$ cat src/rtl/arm_mem_pkg.sv
// ---------------------------------------------------------------------------
// arm_mem_pkg
// Shared definitions for the MEM-stage SRAM controller: SRAM bus widths,
// default timing/address-map constants and the access FSM state encoding.
// No ports (package).
// ---------------------------------------------------------------------------
package arm_mem_pkg;

    localparam int SRAM_DW             = 16;
    localparam int SRAM_AW             = 18;
    // One 32-bit word spans two half-words, so the word address is one bit narrower
    localparam int WADDR_W             = SRAM_AW - 1;
    localparam int DEFAULT_ADDR_BASE   = 1024;
    localparam int DEFAULT_WAIT_CYCLES = 5;

    typedef enum logic [2:0] {
        ST_IDLE,
        ST_LOW,
        ST_HIGH,
        ST_WAIT,
        ST_DONE
    } mem_state_e;

endpackage

$ cat src/rtl/sram_mem_controller.sv
// ---------------------------------------------------------------------------
// sram_mem_controller
// Memory-side responder of the pipeline ready/stall handshake. Converts one
// 32-bit load/store from the MEM stage into two 16-bit SRAM accesses (low
// half-word first) and holds o_ready low for exactly WAIT_CYCLES cycles,
// then raises it for a single cycle when the access completes.
//
// Ports
//   clk, rst           clock (rising edge), asynchronous active-high reset
//   i_wr_en, i_rd_en   store / load request, held while o_ready = 0
//   i_address          byte address; i_write_data store data
//   o_read_data        load data, valid from the DONE cycle onward
//   o_ready            0 = stall pipeline, 1 = idle or access done
//   o_sram_addr        SRAM half-word address
//   o_sram_dq_out/oe   write data and pad output enable
//   i_sram_dq_in       data read from the pad
//   o_sram_we_n        SRAM write enable (active low)
//   o_sram_ub_n/lb_n/ce_n/oe_n  permanently enabled (tied low)
// ---------------------------------------------------------------------------
module sram_mem_controller
    import arm_mem_pkg::*;
#(
    parameter int WAIT_CYCLES = DEFAULT_WAIT_CYCLES,
    parameter int ADDR_BASE   = DEFAULT_ADDR_BASE
) (
    input  logic               clk,
    input  logic               rst,
    input  logic               i_wr_en,
    input  logic               i_rd_en,
    input  logic [31:0]        i_address,
    input  logic [31:0]        i_write_data,
    output logic [31:0]        o_read_data,
    output logic               o_ready,
    output logic [SRAM_AW-1:0] o_sram_addr,
    output logic [SRAM_DW-1:0] o_sram_dq_out,
    output logic               o_sram_dq_oe,
    input  logic [SRAM_DW-1:0] i_sram_dq_in,
    output logic               o_sram_we_n,
    output logic               o_sram_ub_n,
    output logic               o_sram_lb_n,
    output logic               o_sram_ce_n,
    output logic               o_sram_oe_n
);

    // Counter only has to hold WAIT_CYCLES-3; keep at least one bit when no WAIT state exists
    localparam int              WCW       = (WAIT_CYCLES > 3) ? $clog2(WAIT_CYCLES - 2) : 1;
    localparam logic [WCW-1:0]  WAIT_LOAD = WCW'(WAIT_CYCLES - 3);

    mem_state_e           r_state;
    mem_state_e           w_next_state;
    logic                 w_req;
    logic [31:0]          w_offset;
    logic [WADDR_W-1:0]   w_waddr;
    logic                 w_unused_offset_bits;

    logic [WADDR_W-1:0]   r_waddr;
    logic [SRAM_DW-1:0]   r_wdata_hi;
    logic                 r_is_write;
    logic [SRAM_DW-1:0]   r_rd_lo;
    logic [31:0]          r_read_data;
    logic [WCW-1:0]       r_wait;
    logic [SRAM_AW-1:0]   r_sram_addr;
    logic [SRAM_DW-1:0]   r_sram_dq_out;
    logic                 r_sram_dq_oe;
    logic                 r_sram_we_n;

    assign w_req    = i_wr_en | i_rd_en;
    // Address wraps silently inside the 17-bit word space; no range check
    assign w_offset = i_address - 32'(ADDR_BASE);
    assign w_waddr  = w_offset[WADDR_W+1:2];
    assign w_unused_offset_bits = &{1'b0, w_offset[31:WADDR_W+2], w_offset[1:0]};

    assign o_read_data   = r_read_data;
    assign o_sram_addr   = r_sram_addr;
    assign o_sram_dq_out = r_sram_dq_out;
    assign o_sram_dq_oe  = r_sram_dq_oe;
    assign o_sram_we_n   = r_sram_we_n;
    assign o_sram_ub_n   = 1'b0;
    assign o_sram_lb_n   = 1'b0;
    assign o_sram_ce_n   = 1'b0;
    assign o_sram_oe_n   = 1'b0;

    // State register; reset aborts any access in flight
    always_ff @(posedge clk or posedge rst) begin
        if (rst) begin
            r_state <= ST_IDLE;
        end else begin
            r_state <= w_next_state;
        end
    end

    // Next state and ready. In IDLE ready follows the request combinationally
    // so the requesting instruction is stalled in its very first cycle.
    always_comb begin
        w_next_state = r_state;
        o_ready      = 1'b0;
        case (r_state)
            ST_IDLE: begin
                o_ready = ~w_req;
                if (w_req) w_next_state = ST_LOW;
            end
            ST_LOW:  w_next_state = ST_HIGH;
            ST_HIGH: w_next_state = (WAIT_LOAD == '0) ? ST_DONE : ST_WAIT;
            ST_WAIT: if (r_wait <= WCW'(1)) w_next_state = ST_DONE;
            ST_DONE: begin
                o_ready      = 1'b1;
                w_next_state = ST_IDLE;
            end
            default: w_next_state = ST_IDLE;
        endcase
    end

    // Datapath. SRAM strobes are registered and set up on the edge that
    // enters LOW/HIGH, so they are stable for the whole half-word cycle;
    // read data is sampled on the edge that leaves that cycle.
    always_ff @(posedge clk or posedge rst) begin
        if (rst) begin
            r_waddr       <= '0;
            r_wdata_hi    <= '0;
            r_is_write    <= 1'b0;
            r_rd_lo       <= '0;
            r_read_data   <= '0;
            r_wait        <= '0;
            r_sram_addr   <= '0;
            r_sram_dq_out <= '0;
            r_sram_dq_oe  <= 1'b0;
            r_sram_we_n   <= 1'b1;
        end else begin
            r_sram_we_n  <= 1'b1;
            r_sram_dq_oe <= 1'b0;
            case (r_state)
                ST_IDLE: begin
                    if (w_req) begin
                        r_waddr     <= w_waddr;
                        r_wdata_hi  <= i_write_data[31:16];
                        r_is_write  <= i_wr_en;
                        r_sram_addr <= {w_waddr, 1'b0};
                        if (i_wr_en) begin
                            r_sram_we_n   <= 1'b0;
                            r_sram_dq_oe  <= 1'b1;
                            r_sram_dq_out <= i_write_data[15:0];
                        end
                    end
                end
                ST_LOW: begin
                    if (!r_is_write) r_rd_lo <= i_sram_dq_in;
                    r_sram_addr <= {r_waddr, 1'b1};
                    if (r_is_write) begin
                        r_sram_we_n   <= 1'b0;
                        r_sram_dq_oe  <= 1'b1;
                        r_sram_dq_out <= r_wdata_hi;
                    end
                end
                ST_HIGH: begin
                    // Both halves land together so read_data never shows a torn word
                    if (!r_is_write) r_read_data <= {i_sram_dq_in, r_rd_lo};
                    r_wait <= WAIT_LOAD;
                end
                ST_WAIT: r_wait <= r_wait - 1'b1;
                default: ;
            endcase
        end
    end

endmodule
$ cat config.mk
export PLATFORM = sky130hd
export DESIGN_NAME = sram_mem_controller
export DESIGN_NICKNAME = d
export VERILOG_FILES = /design/src/rtl/arm_mem_pkg.sv /design/src/rtl/sram_mem_controller.sv
export SDC_FILE = /design/constraint.sdc
export NUM_CORES = 1
export LEC_CHECK = 0
export CORE_MARGIN = 10
export CORE_UTILIZATION = 30
export DETAILED_ROUTE_END_ITERATION = 8
export RECOVER_POWER = 25
export SKIP_LAST_GASP = 1
export SLEW_MARGIN = 0
export SYNTH_ARGS = -nofsm -noshare
export SYNTH_HDL_FRONTEND = slang
export SYNTH_SLANG_ARGS = --single-unit
export TNS_END_PERCENT = 20
$ cat constraint.sdc
create_clock -name clk -period 4.6 [get_ports clk]
set_input_delay 0.92 -clock clk [delete_from_list [all_inputs] [get_ports clk]]
set_output_delay 0.92 -clock clk [all_outputs]
set_load 0.02 [all_outputs]
==> impl_results.md <==
- Post-synth top area share: 60.3%
- Num CTS Buffers: 17
- DR WL/cell: 16.9 um
- Share of cells above drive strength 1: 15.8%
- Period utilization: 76.5%
- Area added between synthesis and finish: 42.9%
- CP required: 3.68 ns
- DRT Pass-1 Iters: 5
- Crit. End Element: output pin
- Post-cts resize count: 0
- Sequential area share after synthesis: 60.8%
- CP startpoint kind: input port
- Post-synthesis compound-gate area fraction: 8.15%
- Routability Congestion: 0.841
- Simple-Gate Fraction of Synth Area: 10.7%
- Remaining antenna violation count: 0
- Post-synthesis mux area share: 14.8%
- Lkg Pwr: 3.21 nW
- H-Tree Level Count: 4
- Die Span X: 150 um
- Iter 0 DRT Violations: 119
- Number of fill cells: 1555
- Mapped Cells: 418
- Multi-input gate area: 0.00180 mm2
- RSZ-0062 raised after global routing: false
- WL final: 13300 um
- Violated checks: max-capacitance violations, max-slew violations
- Worst hold path class: flip-flop to flip-flop
- Post-Route Setup TNS: 0 ns
- Post-Syn Area: 0.00506 mm2
- Largest net degree at the start of global routing: 41
- Die area: 0.0225 mm2
- Bufs on Longest Clock Path: 2
- PD cells: 771 mW/mm2
- Final hold violations: 0
- Register bit count reported by yosys: 123
- Grt total ovfl: 0
- Critical Path AT: 2.60 ns
- # Max-Cap Violations: 2
- Post-synthesis adder-cell area fraction: 0.494%
- Crit path max fanout: 5
- Vias: 3605
- Final number of max-transition violations: 69
- Yosys cell types: 43
- Tot GR Track Use: 12.0%
- XOR/XNOR Fraction of Synth Area: 0.865%
- IO Port Bufs: 137
- First-pass GRT wire length: 20900 um
- Via/cell ratio: 4.56
- Final min period: 3.52 ns
- Clock transition at path regs: 0.05 ns
- Post-route cell area: 0.00724 mm2
- CTS tree: yes
- Normalized max-slew margin: -14.9%
- Worst skew pair latency: 0.41 ns
- Register Area: 0.00308 mm2
- Initial antenna violation count: 0
- Main combinational cell family by area after synthesis: multiplexers
- Most common cell after layout, fill and taps aside: clkdlybuf4s50_1
- Avg Cell Area, Syn: 12.1 um2
- Worst-margin pin slew: 1.71 ns
- Top post-synthesis cells by area: dfrtp_1, mux2_2, nand2_1, mux2i_1, mux2_4
- Fmax achieved: 284 MHz
- Synth area leader: dfrtp_1
- Setup-failing EPs final: 0
- CP Class: input port to output pin
- Total Power: 0.00558 W
- Clock Tree Root: clkbuf_16
- Commonest non-fill, non-tap cells in the layout: clkdlybuf4s50_1, dfrtp_1, nand2_1, mux2_2, o21ai_0
- Area after DPL: 0.00664 mm2
- Std-Cell Rows: 47
- Starting density of the core: 30.5%
- Height of the die: 150 um
- Yosys warns: 0
- Worst Clk Skew: 0.00457 ns
- Antenna Cells: 0
- CTS Hold Bufs: 0
- Number of global-route vias before repair: 3788
- # Post-CTS Setup Buffers: 0
- Post-route DRC violation count: 0
- Status: finished with violations
- Nets@finish: 644
- Worst VDD drop: 0.312 mV
- # clock sinks: 123
- Core area: 0.0166 mm2
- I/O Pins: 157
- Post-DP HPWL: 9800 um
## worst paths after layout
| path | startpoint | end | slack, ns | cells after the start |
|---|---|---|---|---|
| hold / removal | r_wdata_hi[4] | r_wdata_hi[4] | 0.47 | 2 |
| setup reg to reg | r_state[0] | r_rd_lo[13] | 2.17 | 3 |
| setup / recovery | i_rd_en | o_ready | 1.08 | 5 |
| max in group asynchronous | rst | o_sram_addr[15] | 1.16 | 3 |
| min in group asynchronous | rst | o_sram_dq_out[6] | 1.39 | 2 |
| hold reg to reg | r_wdata_hi[4] | r_wdata_hi[4] | 0.47 | 2 |
## metrics by stage
| step | cells | util [%] | setup slack [ns] | hold slack [ns] |
|---|---|---|---|---|
| after global placement | 759 | 40.0 | 1.16 | 0.456 |
| final | 790 | 43.6 | 1.08 | 0.470 |
| after floorplan | 421 | - | 0.411 | 0.445 |
| after CTS | 790 | 43.7 | 1.17 | 0.477 |
| after detailed placement | 759 | 40.0 | 1.17 | 0.463 |
| after global routing | 790 | 43.6 | 0.602 | 0.496 |
## worst max-delay path, stage by stage
cell and delay (ns):
dlygate4sd3_1 0.65, nor2_1 0.20, nor2_1 0.06, nor3_1 0.14, clkdlybuf4s50_1 0.64
## synthesized netlist by cell type (all sizes together)
library cell / n
dfstp: 1
nor4: 1
clkbuf: 5
a21oi: 3
o31ai: 3
o21bai: 1
mux2: 49
nand2b: 3
and2: 1
mux2i: 16
a221o: 7
nor3: 5
a22o: 1
o22a: 1
ha: 2
nand3: 1
nand2: 95
conb: 1
a22oi: 2
inv: 14
nand4: 1
xor2: 2
buf: 21
nor3b: 2
xnor2: 3
dfrtp: 122
or4: 1
or3: 2
o21ai: 22
nor2: 11
nor2b: 2
a31oi: 1
a21o: 8
a222oi: 8
## kinds of logic (layout without fill, tap and decap cells)
kind of cell / Yosys count / after routing
fa+ha+maj: 2 / 2
buf+inv: 40 / 189
flops: 123 / 123
xor+xnor: 5 / 5
mux: 65 / 65
compound gates: 57 / 57
other cells: 1 / 4
simple gates: 125 / 125
## power by group
part | switching, W | internal [W]
clock | 0.000473 | 0.000903
combinational | 0.00112 | 0.00114
sequential | 0.000320 | 0.00163
## registers in the layout, summed over array words and instances (netlist names)
signal and count:
o_read_data 32, o_sram_addr 18, r_waddr 17, o_sram_dq_out 16, r_rd_lo 16, r_wdata_hi 16, r_state 3, r_wait 2
o_sram_dq_oe 1, o_sram_we_n 1, r_is_write 1
## routing by layer
| layer | routed length, um | track usage, % |
|---|---|---|
| met1 | 6190 | 15.2 |
| met5 | 0 | 0 |
| met3 | 1070 | 5.56 |
| met4 | 91 | 3.35 |
| met2 | 5970 | 17.8 |
## area by class of cell
class	instances	area share (%)
repair buffers	144	19.6
well taps	220	3.80
multi-input cells	258	24.9
clock buffers	20	6.03
clock inverters	11	2.37
inverters	14	0.744
flip-flops and latches	123	42.6
No activity file was read; power rests on OpenSTA's default activity.
